**src/rtl/uart_tx_cfg.sv**
```systemverilog
// uart_tx_cfg: configurable UART transmitter with an internal write FIFO.
// Bit timing is derived from CLK_HZ/BAUD; frames are sent back to back
// whenever the FIFO still holds data at the end of a stop bit.
module uart_tx_cfg #(
   parameter int CLK_HZ     = 50_000_000,
   parameter int BAUD       = 115200,
   parameter int DATA_BITS  = 8,
   parameter int PARITY     = 0,
   parameter int STOP_BITS  = 1,
   parameter int FIFO_DEPTH = 16
) (
   input  logic                          clk,
   input  logic                          rst,
   input  logic                          wr_en,
   input  logic [DATA_BITS-1:0]          wr_data,
   output logic                          full,
   output logic                          empty,
   output logic [$clog2(FIFO_DEPTH):0]   level,
   output logic                          overflow,
   output logic                          busy,
   output logic                          tx
);

   localparam int DIV = (CLK_HZ + BAUD / 2) / BAUD;
   localparam int CW  = $clog2(DIV);
   localparam int AW  = $clog2(FIFO_DEPTH);
   localparam int LW  = AW + 1;

   localparam logic [CW-1:0] DIV_M1    = CW'(DIV - 1);
   localparam logic [3:0]    DATA_LAST = 4'(DATA_BITS - 1);
   localparam logic [3:0]    STOP_LAST = 4'(STOP_BITS - 1);

   // Reject illegal configurations at elaboration time.
   if (DIV < 2) begin : g_bad_div
      $error("uart_tx_cfg: DIV must be at least 2");
   end
   if (DATA_BITS < 5 || DATA_BITS > 9) begin : g_bad_data_bits
      $error("uart_tx_cfg: DATA_BITS must be 5..9");
   end
   if (PARITY < 0 || PARITY > 2) begin : g_bad_parity
      $error("uart_tx_cfg: PARITY must be 0, 1 or 2");
   end
   if (STOP_BITS < 1 || STOP_BITS > 2) begin : g_bad_stop_bits
      $error("uart_tx_cfg: STOP_BITS must be 1 or 2");
   end
   if (FIFO_DEPTH < 2 || (FIFO_DEPTH & (FIFO_DEPTH - 1)) != 0) begin : g_bad_depth
      $error("uart_tx_cfg: FIFO_DEPTH must be a power of two >= 2");
   end

   typedef enum logic [2:0] {
      S_IDLE,
      S_START,
      S_DATA,
      S_PARITY,
      S_STOP
   } state_t;

   state_t                state;
   logic [DATA_BITS-1:0]  mem [FIFO_DEPTH];
   logic [AW-1:0]         wr_ptr;
   logic [AW-1:0]         rd_ptr;
   logic [LW-1:0]         level_nxt;
   logic [DATA_BITS-1:0]  head;
   logic [DATA_BITS-1:0]  shreg;
   logic                  par_bit;
   logic [CW-1:0]         cnt;
   logic [3:0]            idx;
   logic                  bit_end;
   logic                  push;
   logic                  pop;

   // full is the registered flag, so a write to a full FIFO is dropped even
   // if the transmitter pops in the same cycle.
   assign push    = wr_en && !full;
   assign bit_end = (cnt == '0);
   assign head    = mem[rd_ptr];
   assign pop     = !empty && ((state == S_IDLE) ||
                               (state == S_STOP && bit_end && idx == STOP_LAST));

   // Next occupancy: a simultaneous push and pop leaves the level unchanged.
   // NOTE: every always_comb output gets a default first so no latch is inferred.
   always_comb begin
      level_nxt = level;
      if (push && !pop) begin
         level_nxt = level + LW'(1);
      end else if (pop && !push) begin
         level_nxt = level - LW'(1);
      end
   end

   // FIFO storage write port.
   // NOTE: the data array has no reset; the pointers alone define which entries are valid.
   always_ff @(posedge clk) begin
      if (push) begin
         mem[wr_ptr] <= wr_data;
      end
   end

   // FIFO pointers and registered status flags.
   // NOTE: sequential state uses non-blocking assignments so all registers update together.
   always_ff @(posedge clk or posedge rst) begin
      if (rst) begin
         wr_ptr   <= '0;
         rd_ptr   <= '0;
         level    <= '0;
         full     <= 1'b0;
         empty    <= 1'b1;
         overflow <= 1'b0;
      end else begin
         if (push) wr_ptr <= wr_ptr + AW'(1);
         if (pop)  rd_ptr <= rd_ptr + AW'(1);
         level    <= level_nxt;
         full     <= (level_nxt == LW'(FIFO_DEPTH));
         empty    <= (level_nxt == '0);
         overflow <= wr_en && full;
      end
   end

   // Frame sequencer: start, data (LSB first), optional parity, stop bits.
   always_ff @(posedge clk or posedge rst) begin
      if (rst) begin
         state   <= S_IDLE;
         tx      <= 1'b1;
         busy    <= 1'b0;
         cnt     <= '0;
         idx     <= '0;
         shreg   <= '0;
         par_bit <= 1'b0;
      end else begin
         case (state)
            S_IDLE: begin
               if (pop) begin
                  shreg   <= head;
                  par_bit <= (PARITY == 2) ? ^head : ~^head;
                  tx      <= 1'b0;
                  cnt     <= DIV_M1;
                  busy    <= 1'b1;
                  state   <= S_START;
               end
            end
            S_START: begin
               if (bit_end) begin
                  tx    <= shreg[0];
                  shreg <= shreg >> 1;
                  idx   <= '0;
                  cnt   <= DIV_M1;
                  state <= S_DATA;
               end else begin
                  cnt <= cnt - CW'(1);
               end
            end
            S_DATA: begin
               if (bit_end) begin
                  cnt <= DIV_M1;
                  if (idx == DATA_LAST) begin
                     idx <= '0;
                     if (PARITY != 0) begin
                        tx    <= par_bit;
                        state <= S_PARITY;
                     end else begin
                        tx    <= 1'b1;
                        state <= S_STOP;
                     end
                  end else begin
                     tx    <= shreg[0];
                     shreg <= shreg >> 1;
                     idx   <= idx + 4'd1;
                  end
               end else begin
                  cnt <= cnt - CW'(1);
               end
            end
            S_PARITY: begin
               if (bit_end) begin
                  tx    <= 1'b1;
                  idx   <= '0;
                  cnt   <= DIV_M1;
                  state <= S_STOP;
               end else begin
                  cnt <= cnt - CW'(1);
               end
            end
            S_STOP: begin
               if (bit_end) begin
                  cnt <= DIV_M1;
                  if (idx != STOP_LAST) begin
                     idx <= idx + 4'd1;
                  end else if (pop) begin
                     shreg   <= head;
                     par_bit <= (PARITY == 2) ? ^head : ~^head;
                     tx      <= 1'b0;
                     state   <= S_START;
                  end else begin
                     busy  <= 1'b0;
                     state <= S_IDLE;
                  end
               end else begin
                  cnt <= cnt - CW'(1);
               end
            end
            default: begin
               tx    <= 1'b1;
               busy  <= 1'b0;
               state <= S_IDLE;
            end
         endcase
      end
   end

endmodule

```
**config.mk**
```make
export PLATFORM = sky130hd
export DESIGN_NAME = uart_tx_cfg
export DESIGN_NICKNAME = d
export VERILOG_FILES = /design/src/rtl/uart_tx_cfg.sv
export SDC_FILE = /design/constraint.sdc
export NUM_CORES = 1
export LEC_CHECK = 0
export BUFFER_PORTS_ARGS = -buffer_cell sky130_fd_sc_hd__buf_2
export CORE_UTILIZATION = 32
export DETAILED_ROUTE_END_ITERATION = 10
export PLACE_DENSITY = 0.58
export RECOVER_POWER = 50
export SLEW_MARGIN = 20
export SYNTH_ARGS = -nofsm -noshare
export SYNTH_HDL_FRONTEND = slang
export SYNTH_SLANG_ARGS = --single-unit
```
**constraint.sdc**
```tcl
create_clock -name clk -period 2.4 [get_ports clk]
set_input_delay 0.24 -clock clk [delete_from_list [all_inputs] [get_ports clk]]
set_output_delay 0.24 -clock clk [all_outputs]
set_load 0.05 [all_outputs]
```
# Word-level counts from Yosys, hierarchy flattened
# Memories as Yosys holds them, arrays and structs flattened.
# Index checks and enable logic that the tools add are counted.
# W data, S select, Z words.
totals:
  register_bits: 42
  latch_bits: 0
  mem_bits_rw: 128
  romBits: 0
  inputBits: 11
  wordCells: 108
  mem_count: 1
classes:
  n_addsub: 6
  multipliers: 0
  div_mod_pow: 0
  order_cmp: 0
  eq_ne: 17
  n_shift: 0
  muxes: 42
  bitwise_logic: 1
  n_reduce_logical: 29
memory_table:
  columns: ["memory", "words", "word_bits", "rd", "rd_ports_with_merged_regs", "wr", "line_no", "text"]
  rows:
  - ["mem", 16, 8, 1, 0, 1, "59", "logic [DATA_BITS-1:0] mem [FIFO_DEPTH];"]
op_table:
  columns: ["cell", "count"]
  rows:
  - ["$mux W8", 6]
  - ["$pmux W8 S4", 1]
  - ["$mux W3", 7]
  - ["$mux W4", 5]
  - ["$mux W9", 2]
  - ["$ne A2 B2 Y1 const B", 9]
  - ["$pmux W9 S2", 1]
  - ["$pmux W3 S5", 1]
  - ["$reduce_and A5 Y1", 3]
  - ["$mux W1", 14]
  - ["$add A4 B1 Y4 const B", 3]
  - ["$pmux W4 S3", 1]
  - ["$mux W5", 2]
  - ["$logic_not A9 Y1", 1]
  - ["$sub A9 B1 Y9 const B", 1]
  - ["$reduce_bool A4 Y1", 2]
  - ["$logic_and A1 B1 Y1", 7]
  - ["$reduce_and A7 Y1", 1]
  - ["$eq A3 B2 Y1 const B", 2]
  - ["$reduce_and A6 Y1", 1]
  - ["$add A5 B1 Y5 const B", 1]
  - ["$eq A5 B5 Y1 const B", 1]
  - ["$logic_not A5 Y1", 1]
  - ["$pmux W1 S5", 1]
  - ["other kinds (17)", 21]

# Logic depth before layout (Yosys ltp)
# Gate-level depths: netlist of run 1.
logic_depth:
  word_depth: 9
  mapped_depth: 9

# Worst setup path before layout of run 1
# Ideal clock, no wire load.
synth_path:
  path_kind: "register -> register"
  from: "register rd_ptr[0]"
  to: "register shreg[5]"
  setup_time_ns: 0.125
  t_arrival_ns: 2.260
  required_time_ns: 2.275
  setup_slack_ns: 0.016
  stages_incl_launch_ff: 8
  n_path_buf: 3
  period_less_slack_ns: 2.384
  cell_sequence: "dfrtp_1 buf_2 buf_2 buf_2 mux4_2 a221oi_1 o21ai_0 mux2_2"
synth_via:
  elab_chain_cells: 5
synth_lines:
  columns: ["element", "line_no", "text"]
  rows:
  - ["from (decl)", "61", "logic [AW-1:0] rd_ptr;"]
  - ["from (signal assigned)", "111", "if (pop) rd_ptr <= rd_ptr + AW'(1);"]
  - ["$mem_v2 Z16 W8 (*)", null, null]
  - ["$mux W8 (*)", "132, 188", null]
  - ["$mux W8", "186", "if (idx != STOP_LAST) begin"]
  - ["$mux W8", "184", "if (bit_end) begin"]
  - ["$pmux W8 S4 (*)", "130", "case (state)"]
  - ["to (signal assigned)", "144", "shreg <= shreg >> 1;"]
  - ["to (signal assigned)", "166", "shreg <= shreg >> 1;"]
  - ["to (decl)", "64", "logic [DATA_BITS-1:0] shreg;"]
# Every way passes the cells marked *; elsewhere a longest branch is shown, timed or not. The select of a mux whose other input is x is not followed.
# A chain may end at the register's enable or synchronous reset.

# Final worst setup path of run 1
layout_path:
  from: "register idx[1]"
  to: "register shreg[6]"
layout_via:
  elab_chain_cells: 8
  elab_cells_between_ends: 13
  cone_classes: "eq/ne: 3; mux: 4; reduce/logical: 6"
layout_lines:
  columns: ["element", "line_no", "text"]
  rows:
  - ["from (decl)", "67", "logic [3:0] idx;"]
  - ["from (signal assigned)", "167", "idx <= idx + 4'd1;"]
  - ["from (signal assigned)", "187", "idx <= idx + 4'd1;"]
  - ["$logic_not A4 Y1", "78", "(state == S_STOP && bit_end && idx == STOP_LAST));"]
  - ["$logic_and A1 B1 Y1", "78", null]
  - ["$logic_or A1 B1 Y1", "77", "assign pop = !empty && ((state == S_IDLE) ||"]
  - ["$logic_and A1 B1 Y1", "77", null]
  - ["$mux W8 (3 in series)", null, null]
  - ["$pmux W8 S4", null, null]
# Several ways; a longest one is shown, not always the timed one. The select of a mux whose other input is x is not followed.

==> impl_metrics.json, run 1 <==
{
  "synth_edf_count": 128,
  "setup.worst_path.end_class": "flop",
  "cts_root_buf": "clkbuf_16",
  "period_share_pct": 102,
  "final_hold_viol_count": 0,
  "max-slew-margin-rel_pct": 28.9,
  "gp_congestion": 0.770,
  "io_pins": 21,
  "skew_ns": 0.00750,
  "setup_viol": 9,
  "max_slew.worst_pin.slew_ns": 1.07,
  "cpLargestDelayFamily": "compound AO/OA/AOI/OAI gates",
  "synth-main-ff-cell": "edfxtp_1",
  "synth.avg_cell_area_um2": 16.2,
  "synth-simple-area-share_pct": 7.46,
  "dr.pass1.iters": 4,
  "violations": "negative setup slack",
  "ir_drop_mv": 0.477,
  "start_util_pct": 32.8,
  "place_area_um2": 7850,
  "syn-num-nets": 464,
  "ant_nets": 0,
  "p_leak_nw": 3.10,
  "arrival_ns": 2.75,
  "netlist.area_leader.share_pct": 53.5,
  "vias_per_cell": 5.00,
  "stdcell_count": 803,
  "synth_xor_area_share_pct": 1.59,
  "yosysMostFrequentCell": "edfxtp_1",
  "wl_per_cell_um": 17.7,
  "drv_cap": 0,
  "netlist_top_cells_count": "edfxtp_1, dfrtp_1, mux4_2",
  "clock_latency_ns": 0.41,
  "antenna_cells": 0,
  "grt_pass1_wl_um": 22900,
  "htreeDepth": 4,
  "seq_area_frac_synth_pct": 68.2,
  "slew_violations": 0,
  "vias": 4018,
  "rrSetupSlack_ns": -0.06,
  "antenna_found_initial": 0,
  "yosys_register_bits": 170,
  "path_cells": "inv_1 -> ha_2 -> or3b_4 -> o31ai_4 -> buf_6 -> nand2_8 -> a211oi_4 -> a31oi_4 -> mux2_4",
  "start_kind": "flop",
  "synth_compound_area_share_pct": 6.74,
  "clkSlewWorstSetupHoldPaths_ns": 0.06,
  "async_flop_share_pct": 24.7,
  "ctsLongestPathBuffers": 2,
  "hpwl_um": 9300,
  "synth_top_family_by_area": "multiplexers",
  "first_global_vias": 4134,
  "nets": 533,
  "path_max_fanout": 8,
  "dp_cells": 757,
  "syn2layout_area_growth_pct": 20.6,
  "cts_buffers": 17,
  "die_area_um2": 23000,
  "die_h_um": 152,
  "die_width_um": 152,
  "grt_usage_pct": 12.9,
  "drc": 0,
  "synthCells": 442,
  "cp.required_ns": 2.70,
  "postLayoutCoreUtil_pct": 39.6,
  "period_minus_slack_ns": 2.46,
  "cts.sinks": 170,
  "crit_type": "reg -> reg",
  "synthTopCellsByArea": "edfxtp_1, dfrtp_1, mux4_2, ha_1, mux2_2",
  "fin_ws_ns": -0.0570,
  "rsz0062_at_grt": "yes",
  "rows": 54,
  "holdWs_ns": 0.0752,
  "place_ws_ns": -0.125,
  "design.core.area_um2": 21900,
  "first_iter_violations": 225,
  "drive_gt1_share_pct": 30.2,
  "p_per_area_nw_per_um2": 859,
  "hold_class": "in -> reg",
  "fin_setup_tns_ns": -0.253,
  "cpPeakStageDelay_ns": 0.41,
  "final_cell_area_um2": 8660,
  "ys_types": 49,
  "max_freq_ghz": 0.407,
  "synthAdderAreaFrac_pct": 1.92,
  "ys_warn_count": 0,
  "wirelength_um": 14200,
  "cts_tree": "done",
  "portBuffers": 20,
  "nFillCells": 2037,
  "total_power_mw": 7.44,
  "worst_path_max_delay_cell": "or3b_4",
  "synthMuxAreaShare_pct": 12.4,
  "grt_max_degree": 43,
  "grt.overflow.total": 0,
  "yosysTopAreaCell": "edfxtp_1",
  "syn_area_um2": 7180,
  "critPathBufInv": 2,
  "outcome": "finished, violations left"
}
## flip-flops by register name, summed over array words and instances (netlist names)
| register | flops |
|---|---|
| mem | 128 |
| cnt | 9 |
| shreg | 8 |
| level | 5 |
| idx | 4 |
| rd_ptr | 4 |
| wr_ptr | 4 |
| state | 3 |
| busy | 1 |
| empty | 1 |
| full | 1 |
| overflow | 1 |
| tx | 1 |
## final timing paths
check | start | to | depth (start not counted)
max in group asynchronous | rst | rd_ptr[0] | 4
max | idx[1] | shreg[6] | 9
min in group asynchronous | rst | idx[1] | 4
min reg2reg | cnt[8] | cnt[8] | 1
min | wr_en | overflow | 2
max reg2reg | idx[1] | shreg[6] | 9
## layout make-up
cell class,count,area (µm²),area share (%)
flip-flops and latches,170,4900,56.5
multi-input cells,240,2280,26.3
repair buffers,66,489,5.65
clock buffers,18,429,4.95
well taps,280,350,4.04
clock inverters,13,158,1.82
inverters,16,60.1,0.693
## cells by family (layout without fill, tap and decap cells)
family	after synthesis	count (layout)
simple gates	100	100
compound gates	70	70
buf+inv	32	113
xor+xnor	13	13
mux	46	46
flops	170	170
fa+ha+maj	11	11
## metal layers
metal	track usage, %	wire length (µm)	part of all wire, %	vias to the layer above
li1	-	-	-	1861
met1	16.8	6390	45	2077
met2	21.9	7310	51	68
met3	2.05	366	2.6	12
met4	4.38	169	1.2	0
met5	0	0	0	-
## timing repair
| item | in CTS | in global routing |
|---|---|---|
| endpoints found under the hold margin | 40 | 0 |
| gates resized for setup | 13 | 10 |
| pin swaps | 6 | 10 |
| buffers inserted | 10 | 5 |
| endpoints found under the setup margin | 10 | 19 |
| hold buffers | 1 | 0 |
## power by group
| part | leakage [nW] | switching [mW] | internal, mW |
|---|---|---|---|
| Combinational | 1.15 | 0.707 | 0.378 |
| Sequential | 1.67 | 0.169 | 3.48 |
| Clock | 0.285 | 1.15 | 1.56 |
| Total | 3.10 | 2.02 | 5.42 |
## cells in the final DEF, fill, tap and decap left out, types with 2 or more instances in the layout
cell type / count
a21o_1: 3
a21oi_1: 12
a221oi_1: 7
a22o_1: 8
and2_1: 17
buf_12: 4
buf_2: 12
buf_4: 39
bufinv_16: 2
clkbuf_1: 9
clkbuf_16: 17
clkinv_1: 2
clkinv_4: 2
dfrtp_1: 39
dfstp_2: 2
edfxtp_1: 128
ha_1: 9
inv_1: 13
inv_2: 2
inv_6: 4
inv_8: 3
mux2_2: 10
mux4_2: 33
nand2_1: 23
nand2b_1: 3
nand3_1: 4
nand4_1: 2
nor2_1: 19
nor2b_1: 4
nor3_1: 9
nor3b_1: 3
o21ai_0: 21
o22ai_1: 3
o31ai_1: 5
or3_1: 2
xnor2_1: 8
xor2_1: 3
xor2_2: 2
Power figures use the tool's default switching activity.
==> inputs of run 2 (changes only) <==
--- a/config.mk
+++ b/config.mk
@@ -6,9 +6,11 @@
 export NUM_CORES = 1
 export LEC_CHECK = 0
 export BUFFER_PORTS_ARGS = -buffer_cell sky130_fd_sc_hd__buf_2
+export CELL_PAD_IN_SITES_DETAIL_PLACEMENT = 0
+export CELL_PAD_IN_SITES_GLOBAL_PLACEMENT = 1
 export CORE_UTILIZATION = 32
 export DETAILED_ROUTE_END_ITERATION = 10
-export PLACE_DENSITY = 0.58
+export PLACE_DENSITY = 0.64
 export RECOVER_POWER = 50
 export SLEW_MARGIN = 20
 export SYNTH_ARGS = -nofsm -noshare
==> run 2 against run 1 <==
Compared with the run above: the run now ends clean; via count decreased by 3.1%; sequential power about the same; die area unchanged; cell count decreased by 1.4%; power decreased by 4.0%; final area decreased by 1.3%; sequential share of layout area increased by 0.73 points; clock skew decreased by 0.00068 ns.
==> impl_metrics.json, run 2 (synthesized netlist as in run 1, its figures left out) <==
{
  "skew_ns": 0.00683,
  "place_ws_ns": -0.143,
  "holdWs_ns": 0.104,
  "min_path_cells": 2,
  "wl_per_cell_um": 17.7,
  "grt.overflow.total": 0,
  "grt_usage_pct": 12.8,
  "setup_viol": 0,
  "stdcell_count": 792,
  "gp_congestion": 0.746,
  "wirelength_um": 14000,
  "period_share_pct": 97.8,
  "slew_violations": 0,
  "cts_buffers": 17,
  "max_slew.worst_pin.slew_ns": 0.809,
  "postLayoutCoreUtil_pct": 39.1,
  "p_per_area_nw_per_um2": 836,
  "nFillCells": 2041,
  "clock_latency_ns": 0.42,
  "cts_root_buf": "clkbuf_16",
  "period_minus_slack_ns": 2.35,
  "nets": 521,
  "r2r-start": "idx[1]",
  "vias": 3895,
  "final_common_cell": "edfxtp_1",
  "outcome": "finished clean",
  "io_pins": 21,
  "crit_cells": 9,
  "final_hold_viol_count": 0,
  "die_width_um": 152,
  "multi_input_area_um2": 2310,
  "arrival_ns": 2.66,
  "first_iter_violations": 215,
  "syn2layout_area_growth_pct": 19.1,
  "p_leak_nw": 3.01,
  "path_max_fanout": 8,
  "final_cell_area_um2": 8550,
  "antenna_cells": 0,
  "dr.pass1.iters": 4,
  "grt_pass1_wl_um": 22400,
  "largest_reg_flops": 128,
  "r2r_end": "shreg[3]",
  "max_freq_ghz": 0.426,
  "hpwl_um": 9510,
  "reg2reg_depth": 9,
  "min_to": "overflow",
  "clkSlewWorstSetupHoldPaths_ns": 0.07,
  "cts.sinks": 170,
  "die_area_um2": 23000,
  "place_area_um2": 7830,
  "start_util_pct": 32.8,
  "grt_max_degree": 23,
  "critPathBufInv": 2,
  "cts_tree": "done",
  "worst_path_max_delay_cell": "or3b_4",
  "rrSetupSlack_ns": 0.05,
  "fin_ws_ns": 0.0533,
  "total_power_mw": 7.15,
  "cpPeakStageDelay_ns": 0.41,
  "path_cells": "inv_1 -> ha_2 -> or3b_4 -> o31ai_4 -> buf_6 -> nand2_8 -> a211oi_4 -> a31oi_4 -> mux2_4",
  "largestRegisters": "mem: 128 flops, cnt: 9 flops, shreg: 8 flops",
  "drc": 0,
  "dp_cells": 752,
  "portBuffers": 20,
  "rsz0062_at_grt": "yes",
  "max-slew-margin-rel_pct": 45.7,
  "register_area_um2": 4900,
  "cpLargestDelayFamily": "compound AO/OA/AOI/OAI gates",
  "drv_cap": 0,
  "setup.worst_path.end_class": "flop",
  "cp.required_ns": 2.71,
  "die_h_um": 152,
  "worstHoldStart": "wr_en",
  "crit_type": "reg -> reg",
  "regMostFlops": "mem",
  "ir_drop_mv": 0.481,
  "final_cell_mix": "edfxtp_1, dfrtp_1, mux4_2",
  "drive_gt1_share_pct": 28.3,
  "rows": 54,
  "vias_per_cell": 4.92,
  "antenna_found_initial": 0,
  "hold_class": "in -> reg",
  "design.core.area_um2": 21900,
  "ctsLongestPathBuffers": 2,
  "first_global_vias": 4083,
  "fin_setup_tns_ns": 0,
  "ant_nets": 0,
  "start_kind": "flop",
  "htreeDepth": 4
}
==> run 2: cell count changes in the layout (fill, tap and decap cells not counted), sizes merged <==
cell      before  now
clkinvlp       1    3
inv           22   19
bufinv         2    0
buf           56   42
clkbuf        27   30
clkinv         4    7
==> run 2: what timing repair did <==
action | CTS | global route
endpoints found under the hold margin | 19 | 0
buffers inserted | 2 | 5
pin swaps | 2 | 5
hold buffers | 1 | 0
resized for setup | 5 | 23
endpoints found under the setup margin | 10 | 12
==> run 2: worst reg2reg max path, cell delays in order, from the launching register on <==
cell      delay [ns]
dfrtp_1         0.39
inv_1           0.06
ha_2            0.16
or3b_4          0.41
o31ai_4         0.26
buf_6           0.18
nand2_8         0.09
a211oi_4        0.24
a31oi_4         0.11
mux2_4          0.34
==> run 2: worst max path at each step <==
stage               endpoint       from  slack (ns)
floorplan           shreg[5]  rd_ptr[0]        0.02
global route        shreg[3]     idx[0]       -0.03
global placement    shreg[3]     idx[0]       -0.03
detailed placement     empty     idx[0]       -0.14
finish              shreg[3]     idx[1]        0.05
CTS                 shreg[3]  rd_ptr[0]      0.0008
==> run 2: final cells by class <==
| class | count | share of cell area [%] |
|---|---|---|
| Inverter | 16 | 0.702 |
| Timing Repair Buffer | 54 | 4.71 |
| Clock buffer | 19 | 5.06 |
| Multi-Input combinational cell | 240 | 27.0 |
| Clock inverter | 13 | 1.11 |
| Sequential cell | 170 | 57.3 |
| Tap cell | 280 | 4.10 |
==> run 2: routing by layer <==
metal / vias to the layer above / GRT usage, % / wire [µm]
li1: 1824 / - / -
met1: 1995 / 16.1 / 6120
met2: 60 / 21.7 / 7330
met3: 16 / 2.80 / 380
met4: 0 / 4.62 / 216
met5: - / 0 / 0
==> run 2: where the power goes <==
group	internal (mW)	total, mW	switching [mW]
logic	0.366	1.05	0.687
registers	3.48	3.65	0.162
clock network	1.33	2.45	1.12
total	5.18	7.15	1.97
==> inputs of run 3 (changes only) <==
--- a/config.mk
+++ b/config.mk
@@ -8,9 +8,9 @@
 export BUFFER_PORTS_ARGS = -buffer_cell sky130_fd_sc_hd__buf_2
 export CELL_PAD_IN_SITES_DETAIL_PLACEMENT = 0
 export CELL_PAD_IN_SITES_GLOBAL_PLACEMENT = 1
-export CORE_UTILIZATION = 32
+export CORE_UTILIZATION = 25
 export DETAILED_ROUTE_END_ITERATION = 10
-export PLACE_DENSITY = 0.64
+export PLACE_DENSITY = 0.55
 export RECOVER_POWER = 50
 export SLEW_MARGIN = 20
 export SYNTH_ARGS = -nofsm -noshare
==> run 3 against run 2 <==
Compared with the run above: die area up 28%; wire length up 8.7%; worst setup slack got worse by 0.023 ns; largest power group unchanged.
==> impl_metrics.json, run 3 (synthesized netlist as in run 1, its figures left out) <==
{
  "rrSetupSlack_ns": 0.03,
  "period_minus_slack_ns": 2.37,
  "rows": 61,
  "first_global_vias": 4216,
  "period_share_pct": 98.7,
  "start_kind": "flop",
  "cpPeakStageDelay_ns": 0.48,
  "power_frac_comb_pct": 14.4,
  "setup_viol": 0,
  "slew_violations": 0,
  "grt_pass1_wl_um": 24200,
  "path_cells": "inv_2 -> ha_4 -> or4b_4 -> o31ai_4 -> nand3_2 -> mux2i_2 -> a32oi_2 -> buf_4 -> nor4b_4",
  "cp.required_ns": 2.73,
  "die_h_um": 171,
  "dr.pass1.iters": 4,
  "setup.worst_path.end_class": "flop",
  "design.core.area_um2": 28000,
  "grt.overflow.total": 0,
  "gp_congestion": 0.724,
  "syn2layout_area_growth_pct": 22.4,
  "start_util_pct": 25.6,
  "final_hold_viol_count": 0,
  "cts_tree": "done",
  "p_leak_nw": 3.11,
  "max_freq_ghz": 0.422,
  "ir_drop_mv": 0.409,
  "min_to": "overflow",
  "io_pins": 21,
  "first_iter_violations": 292,
  "clkSlewWorstSetupHoldPaths_ns": 0.08,
  "cts_buffers": 17,
  "min_path_cells": 2,
  "antenna_found_initial": 0,
  "hpwl_um": 10200,
  "grt_usage_pct": 11.2,
  "worst_path_max_delay_cell": "or4b_4",
  "largestRegisters": "mem: 128 flops, cnt: 9 flops, shreg: 8 flops",
  "final_cell_mix": "edfxtp_1, dfrtp_1, buf_4",
  "place_ws_ns": -0.0421,
  "max-slew-margin-rel_pct": 53.4,
  "arrival_ns": 2.70,
  "die_width_um": 171,
  "startpoint": "cnt[0]",
  "wirelength_um": 15300,
  "crit_type": "reg -> reg",
  "drive_gt1_share_pct": 30.3,
  "worstHoldStart": "wr_en",
  "reg2reg_depth": 9,
  "share_clk_of_total_power_pct": 37.3,
  "fin_ws_ns": 0.0301,
  "total_power_mw": 7.52,
  "stdcell_count": 902,
  "r2r-start": "cnt[0]",
  "drv_cap": 0,
  "final_common_cell": "edfxtp_1",
  "max_slew.worst_pin.slew_ns": 0.700,
  "nets": 533,
  "hold_class": "in -> reg",
  "outcome": "finished clean",
  "r2r_end": "full",
  "skew_ns": 0.0284,
  "grt_max_degree": 29,
  "die_area_um2": 29400,
  "htreeDepth": 4,
  "regMostFlops": "mem",
  "drc": 0,
  "wl_per_cell_um": 16.9,
  "portBuffers": 20,
  "intPower_mw": 5.28,
  "place_area_um2": 8010,
  "antenna_cells": 0,
  "nFillCells": 2760,
  "largest_reg_flops": 128,
  "swShare_pct": 29.8,
  "path_max_fanout": 4,
  "vias": 3988,
  "postLayoutCoreUtil_pct": 31.4,
  "seqPwrFrac_pct": 48.4,
  "power_switching_mw": 2.24,
  "cpLargestDelayFamily": "simple AND/OR/NAND/NOR gates",
  "dp_cells": 861,
  "cts_root_buf": "clkbuf_16",
  "ant_nets": 0,
  "rsz0062_at_grt": "yes",
  "vias_per_cell": 4.42,
  "p_per_area_nw_per_um2": 856,
  "critPathBufInv": 2,
  "ctsLongestPathBuffers": 2,
  "clock_latency_ns": 0.45,
  "cts.sinks": 170,
  "final_cell_area_um2": 8790
}
## run 3: cell count changes in the layout (fill, tap and decap cells not counted), moves of 2 or more
cell / delta
buf_4: +15
inv_6: -2
clkinv_8: +6
mux2i_4: -2
clkinvlp_4: -3
clkinv_1: -2
inv_8: +5
clkinv_2: -2
clkbuf_1: -4
buf_12: -2
## run 3: power groups by stage
stage	Clock [mW]	Sequential (mW)	Combinational [mW]
6_report	2.80	3.64	1.08
5_1_grt	2.98	3.67	1.17
4_1_cts	2.87	3.64	1.01
2_1_floorplan	0	3.83	0.483
3_5_place_dp	0	3.70	0.973
3_3_place_gp	0	3.68	0.944
## run 3: per-layer routing
metal / GRT usage, % / vias to the layer above / wire length, µm
met3: 2.37 / 14 / 286
met1: 13.6 / 2075 / 6730
met2: 19.7 / 43 / 8060
met5: 0 / - / 0
li1: - / 1856 / -
met4: 3.49 / 0 / 193
## run 3: cell type report
cell class,instances,area (µm²),share of cell area (%)
Sequential cell,170,4900,55.7
Multi-Input combinational cell,240,2270,25.8
Timing Repair Buffer,66,473,5.38
Tap cell,378,473,5.38
Clock buffer,17,425,4.84
Clock inverter,15,191,2.18
Inverter,16,60.1,0.683
## run 3: repair_timing
item	4_1_cts	5_1_grt
pin swaps	4	5
buffers inserted	6	3
setup endpoints to repair	10	13
hold buffers	1	0
resized for setup	10	11
hold endpoints to repair	15	0
## run 3: how the worst max path moves through the flow
| stage | to | depth (start not counted) |
|---|---|---|
| 4_1_cts | shreg[2] | 8 |
| 2_1_floorplan | shreg[5] | 7 |
| 5_1_grt | full | 9 |
| 3_3_place_gp | shreg[0] | 8 |
| 3_5_place_dp | shreg[2] | 8 |
| 6_report | full | 9 |
## run 3: stage by stage
stage / hold slack (ns) / TNS (ns)
final: 0.0676 / 0
after global placement: 0.257 / 0
after global routing: 0.0775 / -0.445
after detailed placement: 0.254 / -0.231
after CTS: 0.0440 / -0.0576
after floorplan: 0.339 / 0
